### config.mk
export PLATFORM = sky130hd
export DESIGN_NAME = mem_stage
export DESIGN_NICKNAME = d
export VERILOG_FILES = /design/src/rtl/riscv_pkg.sv /design/src/rtl/load_align.sv /design/src/rtl/mem_stage.sv
export SDC_FILE = /design/constraint.sdc
export NUM_CORES = 1
export LEC_CHECK = 0
export CORE_MARGIN = 10
export CORE_UTILIZATION = 35
export DETAILED_ROUTE_END_ITERATION = 16
export GPL_ROUTABILITY_DRIVEN = 0
export HOLD_SLACK_MARGIN = 0.06
export PLACE_DENSITY = 0.64
export SYNTH_ARGS = -nofsm -noshare
export SYNTH_HDL_FRONTEND = slang
export SYNTH_SLANG_ARGS = --single-unit
### constraint.sdc
create_clock -name clk -period 2.3 [get_ports clk]
set_input_delay 0.46 -clock clk [delete_from_list [all_inputs] [get_ports clk]]
set_output_delay 0.46 -clock clk [all_outputs]
set_load 0.005 [all_outputs]
### src/rtl/riscv_pkg.sv
// Shared encodings and types for the RV32I memory stage: funct3 load/store codes,
// result-select encodings, FSM state, hold/writeback record layouts and store-lane helpers.
package riscv_pkg;

  localparam logic [2:0] F3_B  = 3'b000;
  localparam logic [2:0] F3_H  = 3'b001;
  localparam logic [2:0] F3_W  = 3'b010;
  localparam logic [2:0] F3_BU = 3'b100;
  localparam logic [2:0] F3_HU = 3'b101;

  localparam logic [1:0] RESULT_ALU  = 2'b00;
  localparam logic [1:0] RESULT_LOAD = 2'b01;
  localparam logic [1:0] RESULT_PC4  = 2'b10;

  typedef enum logic [0:0] {IDLE, WAIT} state_e;

  // One in-flight memory instruction, already reduced to bus-ready lanes.
  typedef struct packed {
    logic [31:0] alu_result;
    logic [31:0] wdata;
    logic [3:0]  be;
    logic        we;
    logic [4:0]  rd;
    logic [31:0] pcplus4;
    logic        reg_write;
    logic [1:0]  result_src;
    logic [2:0]  funct3;
  } hold_t;

  typedef struct packed {
    logic [31:0] alu_result;
    logic [31:0] read_data;
    logic [4:0]  rd;
    logic [31:0] pcplus4;
    logic        reg_write;
    logic [1:0]  result_src;
    logic        bus_err;
`ifdef MEM_MISALIGN_TRAP_EN
    logic        misalign;
`endif
  } wb_t;

  // Misaligned offsets are truncated to the access size rather than rejected.
  function automatic logic [3:0] store_be(input logic [2:0] f3, input logic [1:0] off);
    case (f3[1:0])
      2'b00:   store_be = 4'b0001 << off;
      2'b01:   store_be = off[1] ? 4'b1100 : 4'b0011;
      default: store_be = 4'b1111;
    endcase
  endfunction

  function automatic logic [31:0] store_wdata(input logic [2:0] f3, input logic [31:0] w);
    case (f3[1:0])
      2'b00:   store_wdata = {4{w[7:0]}};
      2'b01:   store_wdata = {2{w[15:0]}};
      default: store_wdata = w;
    endcase
  endfunction

endpackage

### src/rtl/load_align.sv
// Load data alignment: picks the addressed byte/half lane of a read word and
// sign- or zero-extends it according to funct3.
module load_align
  import riscv_pkg::*;
(
  input  logic [31:0] rdata,
  input  logic [1:0]  offset,
  input  logic [2:0]  funct3,
  output logic [31:0] data
);

  logic [7:0]  byte_lane;
  logic [15:0] half_lane;

  always_comb begin
    case (offset)
      2'b00:   byte_lane = rdata[7:0];
      2'b01:   byte_lane = rdata[15:8];
      2'b10:   byte_lane = rdata[23:16];
      default: byte_lane = rdata[31:24];
    endcase
    half_lane = offset[1] ? rdata[31:16] : rdata[15:0];

    case (funct3)
      F3_B:    data = {{24{byte_lane[7]}}, byte_lane};
      F3_H:    data = {{16{half_lane[15]}}, half_lane};
      F3_BU:   data = {24'b0, byte_lane};
      F3_HU:   data = {16'b0, half_lane};
      default: data = rdata;
    endcase
  end

endmodule

### src/rtl/mem_stage.sv
// RV32I memory stage: data-memory req/ready handshake, stall generation and MEM/WB register.
// Optional MEM_MISALIGN_TRAP_EN suppresses misaligned H/W accesses and adds misalignW.
module mem_stage
  import riscv_pkg::*;
#(
  parameter int unsigned WAIT_LIMIT = 15
) (
  input  logic        clk,
  input  logic        rst,
  input  logic [31:0] ALU_resultM,
  input  logic [31:0] w_dataM,
  input  logic [4:0]  rdM,
  input  logic [31:0] pcplus4M,
  input  logic        reg_writeM,
  input  logic        mem_writeM,
  input  logic [1:0]  result_srcM,
  input  logic [2:0]  funct3M,
  output logic        dmem_req,
  output logic        dmem_we,
  output logic [31:0] dmem_addr,
  output logic [31:0] dmem_wdata,
  output logic [3:0]  dmem_be,
  input  logic [31:0] dmem_rdata,
  input  logic        dmem_ready,
  output logic        stall_mem,
  output logic [31:0] ALU_resultW,
  output logic [31:0] read_dataW,
  output logic [4:0]  rdW,
  output logic [31:0] pcplus4W,
  output logic        reg_writeW,
  output logic [1:0]  result_srcW,
`ifdef MEM_MISALIGN_TRAP_EN
  output logic        misalignW,
`endif
  output logic        bus_errW
);

  localparam int unsigned CntW = (WAIT_LIMIT > 0) ? $clog2(WAIT_LIMIT + 1) : 1;

  state_e          state_q, state_d;
  logic [CntW-1:0] wait_cnt_q, wait_cnt_d;
  hold_t           m_txn, cur, hold_q, hold_d;
  wb_t             wb_ret, wb_q, wb_d;
  logic [31:0]     load_data;
  logic            access, mis_trap, timeout, cur_is_load;

  always_comb begin
    m_txn.alu_result = ALU_resultM;
    m_txn.wdata      = store_wdata(funct3M, w_dataM);
    m_txn.be         = store_be(funct3M, ALU_resultM[1:0]);
    m_txn.we         = mem_writeM;
    m_txn.rd         = rdM;
    m_txn.pcplus4    = pcplus4M;
    m_txn.reg_write  = reg_writeM;
    m_txn.result_src = result_srcM;
    m_txn.funct3     = funct3M;
  end

  assign access = mem_writeM | (result_srcM == RESULT_LOAD);

`ifdef MEM_MISALIGN_TRAP_EN
  assign mis_trap = access & (((funct3M[1:0] == 2'b01) & ALU_resultM[0]) |
                              ((funct3M[1:0] == 2'b10) & (ALU_resultM[1:0] != 2'b00)));
`else
  assign mis_trap = 1'b0;
`endif

  // While waiting, the bus and the retiring instruction come only from the hold registers.
  assign cur         = (state_q == WAIT) ? hold_q : m_txn;
  assign cur_is_load = (cur.result_src == RESULT_LOAD) & ~cur.we;
  assign timeout     = (state_q == WAIT) & ~dmem_ready & (WAIT_LIMIT != 0) &
                       (wait_cnt_q == CntW'(WAIT_LIMIT));

  load_align u_load_align (
    .rdata  (dmem_rdata),
    .offset (cur.alu_result[1:0]),
    .funct3 (cur.funct3),
    .data   (load_data)
  );

  always_comb begin
    wb_ret            = '0;
    wb_ret.alu_result = cur.alu_result;
    wb_ret.read_data  = cur_is_load ? load_data : 32'b0;
    wb_ret.rd         = cur.rd;
    wb_ret.pcplus4    = cur.pcplus4;
    wb_ret.reg_write  = cur.reg_write;
    wb_ret.result_src = cur.result_src;
  end

  always_ff @(posedge clk) begin
    if (rst) begin
      state_q    <= IDLE;
      wait_cnt_q <= '0;
      hold_q     <= '0;
      wb_q       <= '0;
    end else begin
      state_q    <= state_d;
      wait_cnt_q <= wait_cnt_d;
      hold_q     <= hold_d;
      wb_q       <= wb_d;
    end
  end

  // wb_d defaults to a bubble; only completing (or failing) instructions overwrite it.
  always_comb begin
    state_d    = state_q;
    wait_cnt_d = wait_cnt_q;
    hold_d     = hold_q;
    wb_d       = '0;
    unique case (state_q)
      IDLE: begin
        wait_cnt_d = '0;
        if (!access || dmem_ready || mis_trap) begin
          wb_d = wb_ret;
          if (mis_trap) begin
            wb_d.reg_write = 1'b0;
            wb_d.read_data = '0;
`ifdef MEM_MISALIGN_TRAP_EN
            wb_d.misalign  = 1'b1;
`endif
          end
        end else begin
          hold_d     = m_txn;
          wait_cnt_d = CntW'(1);
          state_d    = WAIT;
        end
      end
      WAIT: begin
        if (dmem_ready) begin
          wb_d    = wb_ret;
          state_d = IDLE;
        end else if (timeout) begin
          wb_d           = wb_ret;
          wb_d.reg_write = 1'b0;
          wb_d.read_data = '0;
          wb_d.bus_err   = 1'b1;
          state_d        = IDLE;
        end else begin
          wait_cnt_d = wait_cnt_q + CntW'(1);
        end
      end
      default: state_d = IDLE;
    endcase
  end

  always_comb begin
    dmem_req  = 1'b0;
    stall_mem = 1'b0;
    if (!rst) begin
      unique case (state_q)
        IDLE: begin
          dmem_req  = access & ~mis_trap;
          stall_mem = access & ~mis_trap & ~dmem_ready;
        end
        WAIT: begin
          dmem_req  = ~timeout;
          stall_mem = ~timeout & ~dmem_ready;
        end
        default: ;
      endcase
    end
    dmem_we    = dmem_req & cur.we;
    dmem_addr  = {cur.alu_result[31:2], 2'b00};
    dmem_wdata = cur.wdata;
    dmem_be    = cur.be;
  end

  assign ALU_resultW = wb_q.alu_result;
  assign read_dataW  = wb_q.read_data;
  assign rdW         = wb_q.rd;
  assign pcplus4W    = wb_q.pcplus4;
  assign reg_writeW  = wb_q.reg_write;
  assign result_srcW = wb_q.result_src;
  assign bus_errW    = wb_q.bus_err;
`ifdef MEM_MISALIGN_TRAP_EN
  assign misalignW   = wb_q.misalign;
`endif

endmodule

# [Yosys cells after proc, flatten, opt, wreduce, memory -nomap -nowiden]
# Index checks and enable logic that the tools add are counted.
# W data, S select, Z words.
[totals] output_inout_bits=176 register_bits=222 elab_cells=74 inputBits=143
[op_classes] n_reduce_logical=7 n_mux=24 add_sub_neg=1 bitwise_logic=12 n_shift=1 n_eq_ne=11
[ops] op="$mux W105" n=3
[ops] op="$pmux W105 S2" n=1
[ops] op="$pmux W32 S4" n=1
[ops] op="$mux W112" n=1
[ops] op="$pmux W32 S2" n=1
[ops] op="$mux W32" n=1
[ops] op="$pmux W8 S3" n=1
[ops] op="$mux W16" n=1
[ops] op="$pmux W4 S2" n=2
[ops] op="$mux W4" n=3
[ops] op="$eq A2 B1 Y1 const B" n=4
[ops] op="$and A1 B1 Y1" n=6
[ops] op="$eq A3 B3 Y1 const B" n=2
[ops] op="$mux W1" n=6
[ops] op="$pmux W1 S2" n=3
[ops] op="$not A1 Y1" n=5
[ops] op="$add A4 B1 Y4 const B" n=1
[ops] op="$eq A4 B4 Y1 const B" n=1
[ops] op="$logic_not A2 Y1" n=2
[ops] op="$ne A2 B2 Y1 const B" n=2
[ops] op="$reduce_and A2 Y1" n=2
[ops] op="$shl A1 B2 Y4 const A" n=1
[ops] op="$eq A3 B1 Y1 const B" n=1
[ops] op="$logic_not A3 Y1" n=1
[ops] op="other kinds (4)" n=4

# [Depth between registers and ports, before layout]
[depth] depth_word=9 depth_mapped=8 mapped_depth_nobuf=5

# [Hierarchy]
# Synthesis repeated with hierarchy kept, for this count alone.
[hier_totals] hier_cells=1120 hier_area_um2=10015.9
[by_module_without_submodules] mod="mem_stage" cells_per_inst=989 seq_area_each_um2=4444.3 area_each_um2=9292.7 instances=1
[by_module_without_submodules] mod="load_align" cells_per_inst=131 seq_area_each_um2=0.0 area_each_um2=723.2 instances=1

# [Worst setup path before layout]
# No wires, ideal clock.
[synth_path] path_type="register -> output" from="register state_q" to="output dmem_wdata[23]" stages_incl_launch_ff=8 t_required_ns=1.840 path_buffers=5 arrival_ns=1.683 setup_slack_ns=0.157 cell_sequence="dfxtp_1 -> buf_6 -> buf_4 -> buf_2 -> inv_1 -> buf_2 -> buf_1 -> mux2_2"
[synth_via] elab_chain_len=1
[synth_lines] item="from (decl)" line_no="mem_stage.sv:40" text="state_e state_q, state_d;"
[synth_lines] item="from (signal assigned)" line_no="mem_stage.sv:98" text="state_q <= state_d;"
[synth_lines] item="$mux W112" line_no="mem_stage.sv:69" text="assign cur = (state_q == WAIT) ? hold_q : m_txn;"
[synth_lines] item="to (decl)" line_no="mem_stage.sv:21" text="output logic [31:0] dmem_wdata,"
# Every way passes these cells.

# [Final worst setup path]
[layout_path] from="register state_q" to="output dmem_addr[21]"
[layout_via] elab_chain_len=1
[layout_lines] item="$mux W112" line_no="mem_stage.sv:69"
[layout_lines] item="to (decl)" line_no="mem_stage.sv:20" text="output logic [31:0] dmem_addr,"
# Every way passes these cells.

==> impl_results.md <==
- Critical path destination: dmem_addr[21]
- Setup Skew: 24.9 ps
- CTS Root Cell: clkbuf_16
- Worst R2R Path Depth: 9
- Crit end category: output port
- Tmin final: 2300 ps
- Rows: 60
- Fin area: 0.0148 mm2
- WL met3: between 3000 and 4000 um
- Gr ovfl total: 0
- Power, Total: 10.1 mW
- Dpl hpwl: between 20,000 and 25,000 um
- WL/cell: 19.2 um
- CTS clk-pin slew, worst paths: 60 ps
- Routed length on met2: 15,900 um
- Placed insts: around 1.7k
- Vias: 9,282
- DRT iter0 DRCs: 471
- Die Y: roughly 190 um
- Post-synthesis xor/xnor area fraction: less than 1%
- Nets: 1,601
- Worst hold slack: between 200 and 250 ps
- DR vias/cell: just over 5
- Vias in the first global route: 9,065
- Layout area overhead: 53.2%
- Period utilization: 100%
- Post-synth top area share: 46.1%
- Worst setup path category: register to output port
- Initial antenna violation count: 2
- Max-Cap Viols: 0
- Antenna Violating Nets Remaining: 0
- IO Pins: 319
- Top Layer Used: met5
- Worst-Skew Late Latency: about 540 ps
- Port buffer count: 316
- Flops & latches, synth: 222
- Gate Count Post-Synth: between 1k and 1.5k
- Adder-Cell Fraction of Synth Area: 0.130%
- Fin. max-slew vios: 0
- First-pass GRT wire length: roughly 52,000 um
- Initial Util: 35.7%
- Fmax: 0.435 GHz
- CTS tree: done
- Pre-CTS WS: -471 ps
- Setup-failing EPs final: 1
- Yosys cell types: 53
- Main synth FF type: dfxtp_1
- Pwr/cell area: 681 mW/mm2
- R2r startpoint: state_q
- Async SR Flop Fraction: 0%
- CP arrival: 1840 ps
- H-tree levels: 1
- Pin count of the biggest net entering global routing: 130
- Drt pass-1 iters: 7
- Final wirelength: 35,000 um
- Core area: 0.0270 mm2
- Worst Tran Pin Value: 604 ps
- Post-synth EDFFs: 0
- Synthesized cell area: 0.00964 mm2
- Synth Area per Inst: between 8 and 9 um2
- Clock Path Buffers: 3
- Simple logic cell fraction of the synthesized area: 16.2%
- Status: complete, but fails checks
- Setup WS post-layout: -0.829 ps
- Cts bufs inserted: 26
- Failing checks: setup timing
- Slew headroom: 59.8%
- RR Endpoint: read_dataW[0]
- Min-Delay Path Class: input pin to register
- Largest family of logic cells by synthesized area: compound AO/OA/AOI/OAI gates
- Die area: 0.0346 mm2
- Num Clock Sinks: around 220
- Worst VDD drop: 0.497 mV
- Total GRT Usage: 19.1%
- Final non-filler cell total: roughly 1.8k
- Fraction of layout cells with a size suffix above 1: 21.7%
- Fin. Hold Viols: 0
- Post-route DRC: 0
- Ys Warns: 0
- Yosys top cell by area: dfxtp_1
- M1 WL: 14,500 um
- R2r setup slk: 40 ps
- Die X: ~190 um
- RSZ-0062 raised after global routing: true
- Leak Pwr: 5.71 nW
- Post-synthesis compound-gate area fraction: 17.2%
- Worst-path maximum fanout: 15
- Critical path startpoint category: register
- CP required: 1840 ps
- Post-synthesis sequential area ratio: 46.1%
- DP Area: around 0.014 mm2
- Top post-synthesis cells by area: dfxtp_1, mux2_2, nand2_1
- CP Launch Point: state_q
- Hold_buf cts: 0
- Mux cell area share after synthesis: 15.8%
==> sequential cells by signal (all words and copies together), names as in the netlist <==
signal	flops
rdW	5
reg_writeW	1
result_srcW	2
ALU_resultW	32
bus_errW	1
state_q	1
pcplus4W	32
wait_cnt_q	4
hold_q	112
read_dataW	32
==> critical path, cell delays in order (launching register included) <==
cell	delay, ps
dfxtp_4	400
buf_6	120
buf_12	150
mux2_2	350
dlygate4sd2_1	270
==> Yosys cell counts, types with 2 or more instances <==
library cell and instances:
o21ai_1 3, o221a_2 7, dfxtp_1 222, inv_1 8, nor2b_1 4, a32oi_1 34, nand2_1 217, mux2_2 82
and2_1 11, nor3_1 15, a311oi_1 7, clkbuf_1 59, o21ai_0 17, a21oi_1 132, buf_4 3, nand3_1 3
a211oi_1 11, buf_1 11, a2bb2oi_1 7, buf_6 2, mux2i_1 56, nor2_1 121, nand2b_1 3, a311oi_2 11
buf_2 19, nor4_1 2, o21a_1 2
==> through the flow <==
stage                     setup TNS, ps  util (%)
after global placement           -16330      50.8
after floorplan                       0         -
after CTS                         -1010      54.7
final                            -0.829      54.7
after global routing               -167      54.7
after detailed placement         -16930      50.8
==> power breakdown <==
| group | total (mW) | switching (mW) | internal (mW) |
|---|---|---|---|
| sequential | 4.13 | 0.0911 | 4.04 |
| clock | 4.03 | 1.64 | 2.39 |
| combinational | 1.89 | 0.892 | 1.00 |
==> how the worst min path moves through the flow <==
stage / startpoint / depth (start not counted) / slack [ps] / endpoint
after floorplan: hold_q[48] / 2 / 430 / hold_q[48]
after global placement: hold_q[51] / 2 / 440 / hold_q[51]
after detailed placement: hold_q[51] / 2 / 450 / hold_q[51]
after CTS: rst / 2 / 220 / hold_q[40]
after global routing: rst / 2 / 240 / hold_q[40]
final: rst / 2 / 230 / hold_q[40]
==> layout by cell type, fill, tap and decap left out, types with 6 or more instances in the layout <==
cell / Yosys / final
a211oi_1: 11 / 11
a21oi_1: 132 / 131
a2bb2oi_1: 7 / 7
a311oi_1: 7 / 7
a311oi_2: 11 / 11
a32oi_1: 34 / 34
and2_1: 11 / 11
buf_12: 0 / 23
buf_2: 19 / 16
buf_4: 3 / 74
buf_6: 2 / 13
clkbuf_1: 59 / 8
clkbuf_16: 0 / 27
clkbuf_2: 0 / 25
clkdlybuf4s15_1: 0 / 9
clkdlybuf4s50_1: 0 / 235
dfxtp_1: 222 / 221
dlygate4sd2_1: 0 / 23
inv_1: 8 / 7
mux2_2: 82 / 76
mux2_4: 0 / 6
mux2i_1: 56 / 54
nand2_1: 217 / 217
nor2_1: 121 / 119
nor3_1: 15 / 14
o21ai_0: 17 / 16
o221a_2: 7 / 7
==> area by class of cell <==
type | instances | area (um2)
inverters | 8 | 42.5
repair inverters | 2 | 17.5
flip-flops and latches | 222 | 4450
diodes | 2 | 5.00
well taps | 341 | 427
fillers | 2461 | 12200
clock inverters | 8 | 78.8
repair buffers | 425 | 4130
clock buffers | 39 | 761
multi-input cells | 772 | 4870
==> metal layers <==
metal / track usage [%] / vias to the layer above
li1: - / 4547
met1: 23.1 / 4393
met2: 30.3 / 288
met3: 7.97 / 52
met4: 5.29 / 2
met5: 0 / -
==> cells by family after synthesis <==
group | count (synthesis)
other | 1
AOI/OAI and AO/OA | 243
and+or+nand+nor | 385
buffers and inverters | 102
DFF | 222
adders and majority gates | 1
muxes | 140
xor gates and xnor gates | 1
==> repair_timing <==
| action | CTS | global route |
|---|---|---|
| hold endpoints to repair | 0 | 0 |
| setup endpoints to repair | 69 | 64 |
| cloned | 3 | 1 |
| pin swaps | 1 | 3 |
| setup buffers | 21 | 4 |
| gates resized for setup | 156 | 83 |
Note: power is estimated with default switching activity, not from simulation.
